`config.mk`:
```
export PLATFORM = sky130hd
export DESIGN_NAME = boot_loader
export DESIGN_NICKNAME = d
export VERILOG_FILES = /design/src/rtl/boot_loader.sv
export SDC_FILE = /design/constraint.sdc
export NUM_CORES = 1
export LEC_CHECK = 0
export CAP_MARGIN = 20
export CORE_MARGIN = 2
export CORE_UTILIZATION = 50
export CTS_CLUSTER_SIZE = 24
export DETAILED_ROUTE_END_ITERATION = 16
export GPL_TIMING_DRIVEN = 0
export PLACE_DENSITY = 0.73
export REMOVE_ABC_BUFFERS = 1
export SLEW_MARGIN = 40
export SYNTH_ARGS = -nofsm -noshare
export SYNTH_HDL_FRONTEND = slang
export SYNTH_SLANG_ARGS = --single-unit
```
`constraint.sdc`:
```
create_clock -name Clk -period 2.7 [get_ports Clk]
set_clock_uncertainty 0.05 [all_clocks]
set_input_delay 0.54 -clock Clk [delete_from_list [all_inputs] [get_ports Clk]]
set_output_delay 0.54 -clock Clk [all_outputs]
set_load 0.05 [all_outputs]
```
`src/rtl/boot_loader.sv`:
```
// Program-load front end: takes a counted big-endian byte stream, writes it into
// byte-addressed RAM from BASE_ADDR, then releases the control unit's reset.
module boot_loader #(
    parameter int ADDR_WIDTH     = 9,
    parameter int BASE_ADDR      = 0,
    parameter int MAX_WORDS      = 128,
    parameter int RELEASE_CYCLES = 2
) (
    input  logic                  Clk,
    input  logic                  RESET_n,
    input  logic                  start,
    input  logic [7:0]            byte_in,
    input  logic                  byte_valid,
    output logic                  byte_ready,
    output logic [ADDR_WIDTH-1:0] mem_addr,
    output logic [7:0]            mem_data,
    output logic                  mem_we,
    output logic                  cpu_reset,
    output logic                  done,
    output logic                  error,
    output logic [15:0]           words_loaded
);

    typedef enum logic [2:0] {
        IDLE, HDR_HI, HDR_LO, DATA, RELEASE, DONE, ERR
    } state_t;

    localparam int RC_W = (RELEASE_CYCLES > 1) ? $clog2(RELEASE_CYCLES) : 1;
    localparam logic [RC_W-1:0] RC_LAST = RC_W'(RELEASE_CYCLES - 1);

    state_t                  state, state_nxt;
    logic [7:0]              hdr_hi;
    logic [17:0]             bytes_left;
    logic [ADDR_WIDTH-1:0]   addr;
    logic [1:0]              byte_ofs;
    logic [RC_W-1:0]         rel_cnt;
    logic                    xfer;
    logic [15:0]             hdr_count;

    assign xfer      = byte_valid & byte_ready;
    assign hdr_count = {hdr_hi, byte_in};

    // All status outputs decode directly from the state register.
    assign byte_ready = (state == HDR_HI) || (state == HDR_LO) || (state == DATA);
    assign cpu_reset  = (state != DONE);
    assign done       = (state == DONE);
    assign error      = (state == ERR);

    always_comb begin
        state_nxt = state;
        case (state)
            IDLE, DONE, ERR: if (start) state_nxt = HDR_HI;
            HDR_HI:          if (xfer) state_nxt = HDR_LO;
            HDR_LO: begin
                if (xfer) begin
                    if (hdr_count == 16'd0)                 state_nxt = RELEASE;
                    else if (hdr_count > 16'(MAX_WORDS))    state_nxt = ERR;
                    else                                    state_nxt = DATA;
                end
            end
            DATA:            if (xfer && bytes_left == 18'd1) state_nxt = RELEASE;
            // The release window only starts counting once the trailing write has retired.
            RELEASE:         if (!mem_we && rel_cnt == RC_LAST) state_nxt = DONE;
            default:         state_nxt = IDLE;
        endcase
    end

    always_ff @(posedge Clk or negedge RESET_n) begin
        if (!RESET_n) begin
            state        <= IDLE;
            hdr_hi       <= '0;
            bytes_left   <= '0;
            addr         <= '0;
            byte_ofs     <= '0;
            rel_cnt      <= '0;
            mem_we       <= 1'b0;
            mem_addr     <= '0;
            mem_data     <= '0;
            words_loaded <= '0;
        end else begin
            state  <= state_nxt;
            mem_we <= 1'b0;
            if (state_nxt == HDR_HI && state != HDR_HI)
                words_loaded <= '0;
            case (state)
                HDR_HI: if (xfer) hdr_hi <= byte_in;
                HDR_LO: begin
                    if (xfer) begin
                        bytes_left <= {hdr_count, 2'b00};
                        addr       <= ADDR_WIDTH'(BASE_ADDR);
                        byte_ofs   <= '0;
                        rel_cnt    <= '0;
                    end
                end
                DATA: begin
                    if (xfer) begin
                        mem_we     <= 1'b1;
                        mem_addr   <= addr;
                        mem_data   <= byte_in;
                        addr       <= addr + 1'b1;
                        bytes_left <= bytes_left - 18'd1;
                        byte_ofs   <= byte_ofs + 2'd1;
                        if (byte_ofs == 2'd3)
                            words_loaded <= words_loaded + 16'd1;
                    end
                end
                RELEASE: if (!mem_we) rel_cnt <= rel_cnt + 1'b1;
                default: ;
            endcase
        end
    end

endmodule

```
[After elaboration in Yosys (flattened, before gate mapping)]
Cells that the tools add are included.
Word-level totals
  register bits: 75
  output and inout port bits: 38
  word-level logic and storage cells: 72
Cells by class
  add/sub/neg operators: 5
  $lt $le $gt $ge: 1
  equality and inequality tests: 14
  mux-type cells: 26
  bitwise gates (word level): 1
  reduce and logical (&&, ||, !) cells: 15
Operators with widths (count)
  $mux W16: 4
  $mux W18: 2
  $pmux W18 S2: 1
  $mux W3: 7
  $eq A18 B1 Y1 const B: 1
  $mux W9: 2
  $pmux W9 S2: 1
  $sub A18 B1 Y18 const B: 1
  $add A16 B1 Y16 const B: 1
  $gt A16 B8 Y1 const B: 1
  $logic_not A16 Y1: 1
  $pmux W3 S5: 1
  $add A9 B1 Y9 const B: 1
  $eq A3 B3 Y1 const B: 3
  $eq A3 B1 Y1 const B: 2
  $eq A3 B2 Y1 const B: 2
  $ne A2 B2 Y1 const B: 3
  $reduce_and A3 Y1: 2
  $mux W1: 4
  $mux W2: 2
  $pmux W2 S2: 1
  $reduce_and A2 Y1: 2
  $reduce_bool A2 Y1: 2
  $logic_and A1 B1 Y1: 3
  11 further kinds: 12

[Logic depth before layout (Yosys ltp)]
Gate-level depths: netlist of the first run.
  depth in word-level cells: 13
  gate-level depth with buffers: 9
  depth with buffers taken out: 8

[Least setup slack after synthesis of the first run]
OpenSTA, ideal clock, no wires.
  path type: input to register
  from: input byte_in[3]
  to: register words_loaded[7]
  library setup time: 0.153 ns
  arrival: 2.482 ns
  setup slack: 0.015 ns
  stages on the path: 7
  buffers on the path: 1
  cell sequence: or4_4 > o41a_1 > or3_1 > a221o_2 > nor2_4 > buf_6 > a211oi_1
Between the ends
  word-level cells in the longest chain between the ends: 11
  elaborated cells between the ends (all ways): 12
RTL lines
  start, declared: RTL line 12  | input logic [7:0] byte_in,
  $gt A16 B8 Y1: RTL line 57  | else if (hdr_count > 16'(MAX_WORDS)) state_nxt = ERR;
  $mux W3: RTL line 57
  $mux W3 (*): RTL line 56  | if (hdr_count == 16'd0) state_nxt = RELEASE;
  $mux W3 (*): RTL line 55  | if (xfer) begin
  $pmux W3 S5 (*): RTL line 51  | case (state)
  net state_nxt[2]: RTL line 31  | state_t state, state_nxt;
  $eq A3 B1 Y1 (*): RTL line 83  | if (state_nxt == HDR_HI && state != HDR_HI)
  $logic_and A1 B1 Y1 (*): RTL line 83
  $mux W16 (*): RTL line 83
  $mux W16: RTL line 103  | if (byte_ofs == 2'd3)
  $mux W16: RTL line 96  | if (xfer) begin
  $mux W16 (*): RTL line 85  | case (state)
  end signal, assigned: RTL line 104  | words_loaded <= words_loaded + 16'd1;
  end, declared: RTL line 21  | output logic [15:0] words_loaded
Mark *: on every way through the listed nets, which the timed path passes. The rest lies on a longest branch.
A chain may end at the register's enable or synchronous reset.

[Final worst setup path of the first run]
  from: register bytes_left[2]
  to: register bytes_left[13]
Between the ends
  word-level cells in the longest chain between the ends: 3
RTL lines
  start, declared: RTL line 33  | logic [17:0] bytes_left;
  start signal, assigned: RTL line 89  | bytes_left <= {hdr_count, 2'b00};
  start signal, assigned: RTL line 101  | bytes_left <= bytes_left - 18'd1;
  $sub A18 B1 Y18: RTL line 101
  $mux W18: RTL line 96
  $pmux W18 S2: RTL line 85
No other way between the ends. The select of a mux whose other input is x is not followed.

==> impl_metrics.yaml, run 1 <==
floorplan:
  die_area_sq_um: 8380
  die_y_um: 91.5
  coreArea_sq_um: 7330
  die_x_um: 91.5
  num_rows: 31
  pin_count: 50
  start_util: 0.523
worst_setup_path:
  cp_cell_sequence: "or4_4, or4_4, or3_1, nor3_1, a31oi_1, o22a_1"
  r2r_slack_ns: 0.08
  arrival_ns: 2.82
  critPathKind: "reg -> reg"
  cpLargestDelayFamily: "simple AND/OR/NAND/NOR gates"
  max_stage_delay_ns: 0.60
  worst_path_most_repeated_cell: "or4_4"
  crit_slowest_cell: "or4_4"
  cp-start-kind: "register"
  critPathMaxFanout: 6
  critPathBufInv: 0
  required_ns: 2.90
  endpoint_kind: "register"
logic_synthesis:
  synth_ff_type: "dfrtp_1"
  async_reset_ff_frac: 1.00
  netlist_area_sq_um: 3830
  synthCells: 417
  synth_top_area_frac: 0.490
  synth_seq_cells: 75
  synth_largest_area_cell: "dfrtp_1"
  yosysSeqAreaShare: 0.490
  synth_commonest_cells: "75 x dfrtp_1, 60 x nand2_1, 44 x nor2_1"
  synth-edff-count: 0
  synthDistinctLibCells: 50
  synth_area_leaders: "dfrtp_1 49%, nand2_1 5.9%, mux2_2 4.7%"
  synth_warnings: 0
  syn_avg_cell_area_sq_um: 9.19
  yosysMostFrequentCell: "dfrtp_1"
routing:
  routed_via_density: 5.88
  detail-route-antenna-nets: 0
  routed_wl_um: 8760
  drc: 0
  firstDrtPassIters: 5
  detail_route.iter0.violations: 231
  wl_per_cell_um: 15.5
  vias: 3321
global_route:
  antenna_found_initial: 0
  grt_max_degree: 40
  overflow: 0
  grt_usage: 0.227
  grt_pass1_vias: 3151
  grt_pass1_wl_um: 15300
cells_and_area:
  syn2layout_area_growth_pct: 21.9
  fin_cells: 565
  drive_above_1_share: 0.129
  fin_nets: 478
  fin_util: 0.637
  antenna_cells: 0
timing:
  worst_pin_slew_ns: 0.764
  hold_viol: 0
  relSlewSlack: 0.489
  max_freq_mhz: 382
  layout_min_cycle_time_ns: 2.62
  setup_slack_ns: 0.0798
  final.setup.tns_ns: 0
  post-route-period-util: 0.970
  setup_viol: 0
  drv_slew: 0
clock_network:
  cts_tree: "done"
  cts_buffers: 9
  cts_num_sinks: 75
  cts_root_buffer: "clkbuf_8"
  clock_path_buffers: 2
  clk_latency_ns: 0.36
  cts-htree-levels: 3
  clk_pin_slew_ns: 0.09
place:
  place.gp.congestion: 0.835
  dpl.hpwl_um: 5990
  portBuffers: 49
  pre_cts_ws_ns: -0.740
  dpl.cell_count: 545
pwr:
  powerDensity_nw_per_um2: 1020
  p_leak_nw: 1.95
  vdd.ir_drop.worst_mv: 0.514
flow_run:
  drv_cap: 0
outcome:
  status: "complete, no violations"
worst_hold_path:
  hold_path.class: "in -> async"
[power breakdown]
group	switching [mW]	total, mW	internal (mW)
logic	1.11	1.89	0.781
clock network	0.446	0.972	0.526
registers	0.417	1.88	1.47
[routing by layer]
layer / vias to the layer above / wire length [um] / track usage
li1: 1593 / - / -
met1: 1610 / 3990 / 0.313
met2: 100 / 4240 / 0.363
met3: 18 / 402 / 0.0498
met4: 0 / 128 / 0.0568
met5: - / 0 / 0
[flip-flops by register name, indices dropped and copies added (netlist names), 2 cells and up]
name,flops
bytes_left,18
words_loaded,16
addr,9
mem_addr,9
hdr_hi,8
mem_data,8
state,3
byte_ofs,2
[cell type report]
class	instances	area, sq um
timing repair buffer	55	541
multi-input combinational	311	1860
clock inverter	7	100
clock buffer	9	124
fill	612	2660
tap	99	124
inverter	9	33.8
sequential	75	1880
[stage by stage]
stage,instance area [sq um],hold WS (ns),total power [mW]
after CTS,4640,0.0161,4.68
after global routing,4670,0.0240,5.06
after global placement,4350,0.406,3.58
after detailed placement,4380,0.411,3.65
after floorplan,3730,0.194,3.05
final,4670,0.00399,4.75
[final timing paths]
path	start	end	depth (start not counted)
min in group Clk	byte_in[6]	mem_data[6]	2
worst max-delay path	bytes_left[2]	bytes_left[13]	6
worst min-delay path	RESET_n	addr[3]	1
worst max register to register	bytes_left[2]	bytes_left[13]	6
max in group asynchronous	RESET_n	bytes_left[16]	2
worst min register to register	byte_ofs[1]	byte_ofs[1]	2
[timing repair]
item / CTS / global route
setup endpoints to repair: 43 / 19
gates resized for setup: 11 / 19
hold buffers: 0 / 0
pin swaps: 2 / 5
setup buffers: 3 / 1
[cell families after synthesis]
family | after synthesis | share of synthesized area
DFF | 75 | 0.490
AOI/OAI and AO/OA | 95 | 0.155
muxes | 18 | 0.0523
and+or+nand+nor | 187 | 0.238
adders and majority gates | 5 | 0.0163
xor gates and xnor gates | 6 | 0.0137
buffers and inverters | 31 | 0.0343
[placed cells by master, fill, tap and decap left out, types with 7 or more instances in the layout]
cell type / instances
a21oi_1: 23
inv_1: 9
or3_1: 8
nor3_1: 15
nand2_1: 59
nand3_1: 15
clkdlybuf4s50_1: 41
o21ai_0: 32
mux2_2: 16
clkbuf_8: 9
nand4_1: 7
dfrtp_1: 72
nor2_1: 44
No activity file was read; power rests on OpenSTA's default activity.
==> run 2: changes to the inputs <==
ABC_CLOCK_PERIOD_IN_PS = 2100   (was not set)
PLACE_DENSITY = 0.76   (was 0.73)
clock period = 2.1 ns   (was 2.7 ns; I/O delays follow)
==> impl_metrics.yaml, run 2 (same netlist as run 1, synthesis figures left out) <==
routing:
  detail_route.iter0.violations: 434
  wl_met3_um: 770
  drc: 0
  vias: 3615
  firstDrtPassIters: 5
  routed_via_density: 6.14
  top_layer: "met4"
  wl_per_cell_um: 17.1
  wl_met2_um: 4900
  routed_wl_um: 10100
  wl_met1_um: 4170
  detail-route-antenna-nets: 0
worst_setup_path:
  arrival_ns: 2.61
  worst_r2r_path_depth: 6
  cpLargestDelayFamily: "compound AO/OA/AOI/OAI gates"
  crit_slowest_cell: "or4_4"
  critPathKind: "in -> reg"
  timing.rr.start: "bytes_left[2]"
  path_depth: 8
  cp-start-kind: "primary input"
  critPathMaxFanout: 5
  max_stage_delay_ns: 0.54
  crit_path_start: "byte_in[4]"
  required_ns: 2.27
  endpoint_kind: "register"
  critPathBufInv: 2
  r2r-end: "bytes_left[13]"
  endpoint: "words_loaded[6]"
  cp_cell_sequence: "buf_8, or4_4, o41a_1, or3_1, a221o_2, buf_6, o211ai_1, o21ai_1"
  r2r_slack_ns: -0.32
floorplan:
  die_area_sq_um: 8380
  die_x_um: 91.5
  die_y_um: 91.5
  pin_count: 50
  start_util: 0.523
  coreArea_sq_um: 7330
  num_rows: 31
timing:
  setup_slack_ns: -0.345
  post-route-period-util: 1.16
  worst_pin_slew_ns: 0.593
  max_freq_mhz: 409
  rsz0062_at_grt: "true"
  relSlewSlack: 0.605
  drv_slew: 0
  layout_min_cycle_time_ns: 2.44
  setup_viol: 22
  hold_viol: 0
place:
  pre_cts_ws_ns: -1.27
  place.gp.congestion: 0.865
  dpl.hpwl_um: 5890
  portBuffers: 49
cells_and_area:
  multi_input_area_sq_um: 2020
  layout_commonest_cell: "dfrtp_1"
  mostFrequentLayoutCells: "72 x dfrtp_1, 59 x nand2_1, 40 x nor2_1"
  largest_register_ffs: 18
  seqCellArea_sq_um: 1880
  largest_registers: "bytes_left (18), words_loaded (16)"
  syn2layout_area_growth_pct: 31.2
  fin_util: 0.685
  drive_above_1_share: 0.222
  top_register: "bytes_left"
  fillCellCount: 543
  fin_nets: 502
  antenna_cells: 0
clock_network:
  cts_root_buffer: "clkbuf_8"
  clock_path_buffers: 2
  cts_tree: "done"
  cts_buffers: 9
  clk_pin_slew_ns: 0.09
  cts_num_sinks: 75
  clk_latency_ns: 0.35
  cts-htree-levels: 3
worst_hold_path:
  hold_path.class: "in -> reg"
  worstHoldPathCells: 2
global_route:
  grt_pass1_wl_um: 16400
  grt_max_degree: 43
  grt_usage: 0.242
  overflow: 0
  grt_pass1_vias: 3368
  antenna_found_initial: 0
pwr:
  vdd.ir_drop.worst_mv: 0.841
  p_leak_nw: 2.26
  power.total_mw: 6.56
  powerDensity_nw_per_um2: 1300
outcome:
  status: "finished with violations"
  violations: "negative setup slack"
flow_run:
  drv_cap: 0
run 2: cell count changes in the layout (fill, tap and decap cells not counted), sizes merged:
cell           before  now
and3b               2    4
buf                 7   32
clkdlybuf4s15       0    1
clkdlybuf4s50      41   27
clkinv              0    2
clkinvlp            3    2
dlygate4sd2         2    5
dlygate4sd3         0    1
dlymetal6s2s        1    8
inv                11    9
run 2: stage by stage:
stage	hold slack, ns	area (sq um)	setup TNS (ns)	instances
finish	0.257	5020	-5.86	589
floorplan	0.0744	3730	-14.15	395
global placement	0.407	4350	-214.97	543
global route	0.251	5020	-7.57	589
detailed placement	0.280	4380	-48.21	544
CTS	0.261	4880	-6.91	577
run 2: per-layer routing:
layer	track usage	vias to the layer above
met5	0	-
met4	0.0909	0
met3	0.0398	31
met2	0.387	184
met1	0.330	1753
li1	-	1647
run 2: report_power, final:
part / switching (mW) / internal [mW] / leakage (nW)
registers: 0.495 / 1.89 / 0.950
logic: 1.74 / 1.21 / 1.20
clock network: 0.549 / 0.674 / 0.107
total: 2.78 / 3.77 / 2.26
run 2: worst min path at each step:
stage                            from     endpoint  slack [ns]
final                      byte_in[4]  mem_data[4]        0.26
after global routing       byte_in[4]  mem_data[4]        0.25
after CTS                  byte_in[4]  mem_data[4]        0.26
after detailed placement      RESET_n  mem_addr[3]        0.28
after global placement    mem_addr[4]  mem_addr[4]        0.41
after floorplan               RESET_n      addr[0]        0.07
run 2: final cells by class:
class	instances	share of cell area
Clock inverter	6	0.0179
Sequential cell	75	0.375
Multi-Input combinational cell	313	0.402
Inverter	9	0.00747
Timing Repair Buffer	77	0.148
Clock buffer	10	0.0254
Tap cell	99	0.0247
run 2: timing repair:
item,in CTS,in global routing
setup buffers,15,12
hold buffers,1,0
resized for setup,75,32
endpoints found under the hold margin,33,0
endpoints found under the setup margin,70,38
pin swaps,15,16
gates cloned,1,2
==> run 3: changes to the inputs <==
ABC_AREA = 1   (was not set)
==> impl_metrics.yaml, run 3 <==
pwr:
  vdd.ir_drop.worst_mv: 1.03
  p_leak_nw: 2.45
  powerDensity_nw_per_um2: 1340
logic_synthesis:
  synth-edff-count: 0
  yosysSeqAreaShare: 0.464
  synth_ff_type: "dfrtp_1"
  synth_warnings: 0
  synth_top_area_frac: 0.464
  synthCells: 526
  synth_commonest_cells: "131 x nand2_1, 75 x dfrtp_1, 65 x nor2_1"
  yosysMostFrequentCell: "nand2_1"
  netlist_area_sq_um: 4050
  async_reset_ff_frac: 1.00
  syn_avg_cell_area_sq_um: 7.70
  synth_area_leaders: "dfrtp_1 46%, nand2_1 12%, o21ai_0 7.7%"
  synthDistinctLibCells: 36
  synth_largest_area_cell: "dfrtp_1"
  synth_seq_cells: 75
routing:
  detail_route.iter0.violations: 283
  detail-route-antenna-nets: 0
  wl_per_cell_um: 14.2
  drc: 0
  routed_wl_um: 9770
  firstDrtPassIters: 5
  vias: 3719
  routed_via_density: 5.42
worst_setup_path:
  cpLargestDelayFamily: "buffers and inverters"
  critPathMaxFanout: 4
  endpoint_kind: "output pin"
  worst_r2r_path_depth: 8
  cp_cell_sequence: "clkdlybuf4s50_1"
  timing.rr.start: "state[1]"
  cp-start-kind: "register"
  r2r_slack_ns: 0.20
  crit_slowest_cell: "clkdlybuf4s50_1"
  r2r-end: "words_loaded[8]"
  max_stage_delay_ns: 0.82
  arrival_ns: 1.58
  required_ns: 1.63
  critPathBufInv: 1
  critPathKind: "reg -> out"
worst_hold_path:
  hold_path.class: "reg -> reg"
  hp-start: "mem_addr[6]"
  worstHoldPathCells: 2
  min_to: "mem_addr[6]"
global_route:
  antenna_found_initial: 0
  busiest_layer: "met2"
  grt_max_degree: 42
  grt_use_met1: 0.318
  grt_pass1_vias: 3496
  use_met2: 0.389
  grt_usage: 0.234
  grt_use_met3: 0.0281
  grt_pass1_wl_um: 16300
  overflow: 0
timing:
  rsz0062_at_grt: "true"
  drv_slew: 0
  post-route-period-util: 0.975
  relSlewSlack: 0.601
  hold_viol: 0
  max_freq_mhz: 488
  setup_viol: 0
  layout_min_cycle_time_ns: 2.05
  worst_pin_slew_ns: 0.597
clock_network:
  cts_tree: "done"
  cts_root_buffer: "clkbuf_8"
  clk_latency_ns: 0.35
  clock_path_buffers: 2
  clk_pin_slew_ns: 0.08
  cts_buffers: 9
  cts_num_sinks: 75
  cts-htree-levels: 3
cells_and_area:
  fin_nets: 596
  fin_cells: 686
  finalInstanceArea_sq_um: 5000
  top_register: "bytes_left"
  syn2layout_area_growth_pct: 23.5
  largest_register_ffs: 18
  drive_above_1_share: 0.110
  mostFrequentLayoutCells: "128 x nand2_1, 73 x dfrtp_1, 65 x nor2_1"
  antenna_cells: 0
  layout_commonest_cell: "nand2_1"
  largest_registers: "bytes_left (18), words_loaded (16)"
flow_run:
  drv_cap: 0
floorplan:
  coreArea_sq_um: 7770
  die_y_um: 94.0
  pin_count: 50
  die_area_sq_um: 8830
  num_rows: 32
  start_util: 0.521
  die_x_um: 94.0
outcome:
  status: "complete, no violations"
place:
  dpl_cell_area_sq_um: 4610
  place.gp.congestion: 0.904
  portBuffers: 49
  dpl.cell_count: 663
  dpl.hpwl_um: 6800
[run 3: cell types whose count changed after synthesis, moves of 13 or more]
cell      previous run  this run
nand2_1             60       131
inv_1                9        50
o21ai_0             32        62
nor2_1              44        65
mux2_2              16         0
clkbuf_1            19         6
[run 3: per-layer routing]
metal	routed length, um	share of wire	vias to the layer above
met5	0	0	-
met4	157	0.016	0
met3	541	0.055	12
met2	4600	0.47	117
met1	4480	0.46	1777
li1	-	-	1813
[run 3: how the worst max path moves through the flow]
stage / from / cells past startpoint / slack (ns) / to
finish: words_loaded[1] / 1 / 0.05 / words_loaded[1]
global route: byte_valid / 10 / -0.03 / addr[6]
CTS: byte_valid / 8 / -0.01 / words_loaded[0]
detailed placement: byte_valid / 9 / -1.22 / words_loaded[8]
global placement: RESET_n / 1 / -2.13 / mem_addr[3]
floorplan: state[0] / 8 / -0.40 / words_loaded[8]
[run 3: cells by family after synthesis]
kind of cell,synth area share
AOI/OAI and AO/OA,0.130
xor gates and xnor gates,0.0260
DFF,0.464
adders and majority gates,0.0155
and+or+nand+nor,0.292
buffers and inverters,0.0729
[run 3: worst register-to-register path: stages (launching register included)]
cell and delay, ns:
dfrtp_1 0.49, nand2_2 0.16, inv_1 0.11, nand2_8 0.22, clkinvlp_4 0.20, nand2_8 0.20, clkinv_2 0.20, nand3b_1 0.12
nand2_1 0.05
[run 3: final cells by class]
class	count	area (sq um)
fill	699	2770
multi-input combinational	379	1940
sequential	75	1880
timing repair buffer	57	582
inverter	57	221
tap	102	128
clock buffer	9	124
clock inverter	7	124
[run 3: stage by stage]
step | setup TNS [ns] | util | hold slack [ns] | worst slack (ns) | total power [mW]
floorplan | -4.02 | - | 0.0744 | -0.396 | 4.21
global placement | -194.28 | 0.590 | 0.418 | -2.13 | 4.97
detailed placement | -29.82 | 0.593 | 0.290 | -1.22 | 5.07
CTS | -0.0145 | 0.631 | 0.444 | -0.0131 | 6.50
global route | -0.0272 | 0.644 | 0.473 | -0.0272 | 7.12
finish | 0 | 0.644 | 0.439 | 0.0519 | 6.70
[run 3: repair_timing]
| action | CTS | global route |
|---|---|---|
| hold endpoints to repair | 34 | 0 |
| setup buffers | 1 | 5 |
| gates resized for setup | 28 | 20 |
| endpoints found under the setup margin | 45 | 31 |
| hold buffers | 1 | 0 |
| pin swaps | 0 | 1 |
[run 3: report_power, final]
| group | internal, mW | switching [mW] | total, mW |
|---|---|---|---|
| Sequential | 1.91 | 0.467 | 2.37 |
| Clock | 0.797 | 0.584 | 1.38 |
| Combinational | 0.999 | 1.94 | 2.94 |
| Total | 3.70 | 2.99 | 6.70 |
